$ cat src/rtl/stop_watch_ctrl.sv
// Stopwatch sequencer: turns debounced run/lap buttons into run/stop/lap/clear control,
// gates the 100 Hz pulse into the counter and drives the frozen or live display value.
module stop_watch_ctrl #(
    parameter int CLR_CYCLES = 2,
    parameter int USEC_W     = 7,
    parameter int SEC_W      = 6,
    parameter int MIN_W      = 6
) (
    input  logic              clk,
    input  logic              rst,
    input  logic              btn_run,
    input  logic              btn_lap,
    input  logic              pls_100hz,
    input  logic [USEC_W-1:0] i_usec,
    input  logic [SEC_W-1:0]  i_sec,
    input  logic [MIN_W-1:0]  i_min,
    output logic              o_plsi,
    output logic              o_clr,
    output logic [USEC_W-1:0] o_usec,
    output logic [SEC_W-1:0]  o_sec,
    output logic [MIN_W-1:0]  o_min,
    output logic [2:0]        o_state
);

    localparam int CW = (CLR_CYCLES > 1) ? $clog2(CLR_CYCLES) : 1;

    typedef enum logic [2:0] {
        S_IDLE = 3'd0,
        S_RUN  = 3'd1,
        S_STOP = 3'd2,
        S_LAP  = 3'd3,
        S_CLR  = 3'd4
    } state_t;

    state_t            state_q;
    logic              btn_run_q;
    logic              btn_lap_q;
    logic              gate_q;
    logic              plsi_q;
    logic              clr_q;
    logic [CW-1:0]     clr_cnt_q;
    logic [USEC_W-1:0] lap_usec_q;
    logic [SEC_W-1:0]  lap_sec_q;
    logic [MIN_W-1:0]  lap_min_q;
    logic [USEC_W-1:0] usec_q;
    logic [SEC_W-1:0]  sec_q;
    logic [MIN_W-1:0]  min_q;

    logic run_ev;
    logic lap_ev;
    logic run_gate;

    // A run edge suppresses a coincident lap edge.
    assign run_ev   = btn_run & ~btn_run_q;
    assign lap_ev   = btn_lap & ~btn_lap_q & ~run_ev;
    assign run_gate = (state_q == S_RUN) || (state_q == S_LAP);

    always_ff @(posedge clk or posedge rst) begin
        if (rst) begin
            state_q    <= S_IDLE;
            btn_run_q  <= 1'b0;
            btn_lap_q  <= 1'b0;
            gate_q     <= 1'b0;
            plsi_q     <= 1'b0;
            clr_q      <= 1'b0;
            clr_cnt_q  <= '0;
            lap_usec_q <= '0;
            lap_sec_q  <= '0;
            lap_min_q  <= '0;
            usec_q     <= '0;
            sec_q      <= '0;
            min_q      <= '0;
        end else begin
            btn_run_q <= btn_run;
            btn_lap_q <= btn_lap;
            // Gate only moves between pulses so a pulse in flight is passed or blocked whole.
            if (!pls_100hz) begin
                gate_q <= run_gate;
            end
            plsi_q <= pls_100hz & gate_q;
            clr_q  <= 1'b0;

            if (state_q == S_LAP) begin
                usec_q <= lap_usec_q;
                sec_q  <= lap_sec_q;
                min_q  <= lap_min_q;
            end else begin
                usec_q <= i_usec;
                sec_q  <= i_sec;
                min_q  <= i_min;
            end

            case (state_q)
                S_IDLE: begin
                    if (run_ev) state_q <= S_RUN;
                end
                S_RUN: begin
                    if (run_ev) begin
                        state_q <= S_STOP;
                    end else if (lap_ev) begin
                        state_q    <= S_LAP;
                        lap_usec_q <= i_usec;
                        lap_sec_q  <= i_sec;
                        lap_min_q  <= i_min;
                    end
                end
                S_LAP: begin
                    if (run_ev || lap_ev) begin
                        state_q <= run_ev ? S_STOP : S_RUN;
                        usec_q  <= i_usec;
                        sec_q   <= i_sec;
                        min_q   <= i_min;
                    end
                end
                S_STOP: begin
                    if (run_ev) begin
                        state_q <= S_RUN;
                    end else if (lap_ev) begin
                        state_q   <= S_CLR;
                        clr_cnt_q <= CW'(CLR_CYCLES - 1);
                        clr_q     <= 1'b1;
                    end
                end
                S_CLR: begin
                    lap_usec_q <= '0;
                    lap_sec_q  <= '0;
                    lap_min_q  <= '0;
                    if (clr_cnt_q == '0) begin
                        state_q <= S_IDLE;
                    end else begin
                        clr_cnt_q <= clr_cnt_q - CW'(1);
                        clr_q     <= 1'b1;
                    end
                end
                default: state_q <= S_IDLE;
            endcase
        end
    end

    assign o_plsi  = plsi_q;
    assign o_clr   = clr_q;
    assign o_usec  = usec_q;
    assign o_sec   = sec_q;
    assign o_min   = min_q;
    assign o_state = state_q;

endmodule
$ cat config.mk
export PLATFORM = sky130hd
export DESIGN_NAME = stop_watch_ctrl
export DESIGN_NICKNAME = d
export VERILOG_FILES = /design/src/rtl/stop_watch_ctrl.sv
export SDC_FILE = /design/constraint.sdc
export NUM_CORES = 1
export LEC_CHECK = 0
export ABC_AREA = 1
export CAP_MARGIN = 10
export CORE_ASPECT_RATIO = 0.6
export CORE_MARGIN = 5
export CORE_UTILIZATION = 52
export DETAILED_ROUTE_END_ITERATION = 10
export MAX_ROUTING_LAYER = met4
export PLACE_DENSITY = 0.81
export SLEW_MARGIN = 20
export SYNTH_ARGS = -nofsm -noshare
export SYNTH_HDL_FRONTEND = slang
export SYNTH_SLANG_ARGS = --single-unit
$ cat constraint.sdc
create_clock -name clk -period 3.1 [get_ports clk]
set_clock_uncertainty 0.2 [all_clocks]
set_input_delay 0.62 -clock clk [delete_from_list [all_inputs] [get_ports clk]]
set_output_delay 0.62 -clock clk [all_outputs]
set_load 0.01 [all_outputs]
== After elaboration in Yosys (flattened, before gate mapping) ==
Index checks and enable logic that the tools add are counted.

* Multipliers: 0
* Shift operators: 0
* Order comparisons: 0
* Equality and inequality tests: 13
* Bitwise logic cells: 7
* Mux-type cells: 35
* Add/sub/neg operators: 1
* Div/mod/pow operators: 0
* Reduce and logical (&&, ||, !) cells: 8

{| class="wikitable"
|+ Operators by type and width
! cell !! count
|-
| 2-to-1 mux 6 bit || 10
|-
| 2-to-1 mux 7 bit || 5
|-
| case mux 6 bit (2 select lines) || 2
|-
| 2-to-1 mux 3 bit || 7
|-
| case mux 3 bit (5 select lines) || 1
|-
| case mux 7 bit (2 select lines) || 1
|-
| != test 2 bit, second input constant || 6
|-
| == test 3 x 2 -> 1 bit, second input constant || 2
|-
| 2-to-1 mux 1 bit || 6
|-
| != test 3 bit, second input constant || 2
|-
| AND reduction 3 bit || 2
|-
| AND reduction 5 bit || 1
|-
| bitwise AND 1 bit || 4
|-
| case mux 1 bit (2 select lines) || 2
|-
| nonzero test 2 bit || 2
|-
| == test 3 x 1 -> 1 bit, second input constant || 1
|-
| == test 3 bit, second input constant || 1
|-
| zero test 3 bit || 1
|-
| NOT 1 bit || 3
|-
| logical OR 1 bit || 2
|-
| 2-to-1 mux 2 bit || 1
|-
| != test 2 x 1 -> 1 bit, second input constant || 1
|-
| subtractor 1 bit, second input constant || 1
|}

* RAM bits: 0
* Bits of input ports: 24
* Register bits: 47
* ROM bits: 0
* Latch bits: 0
* Output and inout port bits: 24
* Memories kept: 0
* Word-level logic and storage cells: 77

== Longest topological paths before layout ==
* Depth in word-level cells: 7
* Depth in mapped cells: 9
* Depth with buffers taken out: 8

== Worst setup path after synthesis ==
Ideal clock, no wire load.

* Kind: input -> register
* Start point: input port btn_run
* End point: register sec_q[1], in the netlist o_sec[1]
* Arrival: 1.284 ns
* Data required time: 2.778 ns
* Stages on the path: 6
* Slack: 1.495 ns
* Buffers on the path: 2
* Setup time: 0.122 ns
* Path through: nand2_1 > nand2_1 > nor2_1 > buf_4 > buf_4 > a21oi_1

* Cells in the longest elaborated chain, start to end: 6

{| class="wikitable"
|+ RTL lines
! element !! line !! source
|-
| from (decl) || 11 || <nowiki>input logic btn_run,</nowiki>
|-
| bitwise AND 1 bit (*) || 54 || <nowiki>assign run_ev = btn_run & ~btn_run_q;</nowiki>
|-
| NOT 1 bit || 55 || <nowiki>assign lap_ev = btn_lap & ~btn_lap_q & ~run_ev;</nowiki>
|-
| bitwise AND 1 bit || 55 ||
|-
| logical OR 1 bit (*) || 108 || <nowiki>if (run_ev || lap_ev) begin</nowiki>
|-
| 2-to-1 mux 6 bit (*) || 108 ||
|-
| 2-to-1 mux 6 bit (*) || 93 || <nowiki>case (state_q)</nowiki>
|-
| to (signal assigned) || 85 || <nowiki>sec_q <= lap_sec_q;</nowiki>
|-
| to (signal assigned) || 89 || <nowiki>sec_q <= i_sec;</nowiki>
|-
| to (signal assigned) || 111 || <nowiki>sec_q <= i_sec;</nowiki>
|-
| to (decl) || 46 || <nowiki>logic [SEC_W-1:0] sec_q;</nowiki>
|}

Mark *: on every way between the ends. The rest lies on a longest branch, timed or not.
A chain may end at the register's enable or synchronous reset.

== Final worst setup path ==
* Start point: register state_q[1], in the netlist o_state[1]
* End point: output port o_state[1]

{| class="wikitable"
|+ RTL lines
! element !! line !! source
|-
| from (decl) || 35 || <nowiki>state_t state_q;</nowiki>
|-
| from (signal assigned) || 109 || <nowiki>state_q <= run_ev ? S_STOP : S_RUN;</nowiki>
|-
| to (decl) || 22 || <nowiki>output logic [2:0] o_state</nowiki>
|}

No word-level cell between the ends.

==> impl_metrics.csv <==
group,metric,value,unit
layout,finalInstanceArea,0.00255,mm2
synthesis,synth.net_count,224,
timing,slew_headroom,62.0,%
outcome,outcome,"finished clean",
grt,met2_usage,23.9,%
floorplan,ios,48,
timing,fin_ws,870,ps
timing,finalSetupViolations,0,
cts,cts_resized,0,
worst_setup_path,path_delay_family,"buffers and inverters",
routing,drt_wl_total,3730,um
floorplan,die_width,89.7,um
grt,grt-ovfl-total,0,
floorplan,num_rows,17,
synthesis,synth_top_area_cell,"dfrtp_1",
floorplan,start_util,53.9,%
cts,cts_setup_buffers,0,
worst_setup_path,crit_path_max_incr_delay,600,ps
synthesis,yosysTopAreaCellShare,59.3,%
synthesis,syn_inst,200,
grt,gr-usage-met3,5.45,%
cts,cts_buffers,5,
worst_setup_path,start_kind,"register",
timing,rsz0062_at_grt,"no",
cts,root_buffer,"clkbuf_8",
worst_setup_path,worst_path_max_delay_cell,"clkdlybuf4s50_1",
layout,final_cell_mix,"dfrtp_1, clkdlybuf4s50_1, inv_1",
floorplan,core_area,0.00368,mm2
routing,drt_iter0_drc,55,
layout,multi_input_comb_area,619,um2
timing,min_period,2230,ps
synthesis,synth_seq_area_share,59.3,%
pwr,combinationalPowerShare,36.5,%
worst_setup_path,crit_arrival,1410,ps
timing,drv_slew,0,
pwr,netSwitchingPower,0.000655,W
pwr,p_sw_share,33.2,%
pwr,power.leakage,1.16,nW
routing,num_vias,1457,
layout,n_fill_cell,309,
pwr,intPower,0.00132,W
grt,grt_util_all_layers,16.4,%
floorplan,die_h,57.8,um
worst_setup_path,cp.required,2280,ps
grt,met1_usage,21.9,%
synthesis,synth_cell_type_count,19,
cts,tritoncts_num_sinks,47,
layout,nets,272,
pwr,power_density,775,mW/mm2
grt,gr-max-usage-layer,"met2",
worst_setup_path,timing_worst_setup_path_type,"register to primary output",
synthesis,netlist_area,0.00198,mm2
synthesis,yosysWarnings,0,
placed_design,dpl_worst_slack,766,ps
layout,drive_gt1_share,15.7,%
timing,period_share,71.9,%
cts,cts_tree,"yes",
routing,wire_per_inst,12.6,um
pwr,p_seq_share,45.8,%
pwr,peakVddDrop,0.000423,V
floorplan,dieArea,0.00519,mm2
pwr,pwr-share-clk,17.7,%
timing,hold_slack,259,ps
routing,drc,0,
min_path,hold_class,"register to register",
layout,area_growth,28.5,%
placed_design,gp_congestion,0.758,
routing,firstDrtPassIters,4,
placed_design,dp_hpwl,2640,um
placed_design,placed_cell_area,0.00246,mm2
run,maxCapViolCount,0,
layout,final_core_util,69.2,%
grt,antenna_found_initial,0,
cts,clockBufferDepth,2,
synthesis,synthTopCellsByArea,"dfrtp_1, a21oi_1, nand3_2, inv_1, nor2_1",
worst_setup_path,endpoint_kind,"primary output",
grt,grt_max_degree,48,
timing,finalHoldViolations,0,
worst_setup_path,critPathMaxFanout,9,
synthesis,synth-seq-cells,47,
placed_design,io_buffers,47,
grt,grt_pass1_wl,6700,um
cts,clk_pin_slew,90,ps
timing,setup_tns,0,ps
cts,cts-hold-fix-buffers,0,
worst_setup_path,path_cells,"clkdlybuf4s50_1",
layout,layout.area.seq,0.00118,mm2
synthesis,avgSynthCellArea,9.91,um2
cts,clk_latency,290,ps
layout,num_antenna_cells,0,
timing,fmax,448,MHz
cts,h-tree-depth,2,
routing,viasPerCell,4.94,
timing,worst_pin_slew,570,ps
routing,ant_nets,0,
worst_setup_path,cp_num_buf_inv,1,
grt,grt_pass1_vias,1478,
## worst paths after layout
check | startpoint | end | slack [ps] | cells after the start
max reg2reg | o_state[1] | lap_min_q[5] | 1160 | 7
max | o_state[1] | o_state[1] | 870 | 1
max in group asynchronous | rst | o_state[2] | 1720 | 3
min in group asynchronous | rst | o_plsi | 570 | 3
min reg2reg | gate_q | o_plsi | 260 | 2
min | gate_q | o_plsi | 260 | 2
## registers in the layout, indices dropped and copies added, names as in the netlist
register	flops
btn_lap_q	1
btn_run_q	1
clr_cnt_q	1
gate_q	1
lap_min_q	6
lap_sec_q	6
lap_usec_q	7
o_clr	1
o_min	6
o_plsi	1
o_sec	6
o_state	3
o_usec	7
## cell usage after synthesis
| cell | number |
|---|---|
| dfrtp_1 | 47 |
| inv_1 | 26 |
| nor2_1 | 25 |
| a21oi_1 | 20 |
| nand2_1 | 17 |
| nand3_1 | 16 |
| o21ai_0 | 11 |
| nand3_2 | 10 |
| o21ai_2 | 10 |
| buf_2 | 5 |
| buf_4 | 2 |
| buf_6 | 2 |
| nand2_2 | 2 |
| nor2_2 | 2 |
| buf_12 | 1 |
| clkbuf_2 | 1 |
| inv_2 | 1 |
| nand4_1 | 1 |
| o21ai_1 | 1 |
## kinds of logic (layout without fill, tap and decap cells)
group                  after synthesis  after routing  share of synthesized area [%]
and+or+nand+nor                     73             73                           18.6
DFF                                 47             47                           59.3
AOI/OAI and AO/OA                   42             42                           12.5
buffers and inverters               38             86                           9.53
## power by group through the flow
| stage | Sequential [W] | Clock, W | Combinational (W) |
|---|---|---|---|
| 2_1_floorplan | 0.000940 | 0 | 0.000425 |
| 3_3_place_gp | 0.000912 | 0 | 0.000705 |
| 3_5_place_dp | 0.000919 | 0 | 0.000726 |
| 4_1_cts | 0.000906 | 0.000360 | 0.000730 |
| 5_1_grt | 0.000933 | 0.000388 | 0.000815 |
| 6_report | 0.000904 | 0.000350 | 0.000720 |
## per-stage QoR
step                      std cells  total power (W)
final                           295          0.00197
after global routing            295          0.00214
after CTS                       295          0.00200
after detailed placement        288          0.00164
after global placement          288          0.00162
after floorplan                 200          0.00136
## final cells by class
cell class                 instances  area share [%]
clock buffer                       5            2.70
sequential                        47            46.2
timing repair buffer              52            20.0
tap                               47            2.31
clock inverter                     2           0.541
inverter                          27            3.98
multi-input combinational        115            24.3
## worst register-to-register path: stages, from the launching register on
cell and delay [ps]:
dfrtp_1 490, nor2_2 170, nand2_1 60, buf_4 220, nand2_2 100, buf_4 390, nand3_1 130, o21ai_0 100
## per-layer routing
layer | part of all wire, % | wire length (um)
met5 | 0 | 0
met2 | 42 | 1580
met4 | 0.80 | 30
met3 | 6.6 | 246
met1 | 50 | 1870
Power figures use the tool's default switching activity.
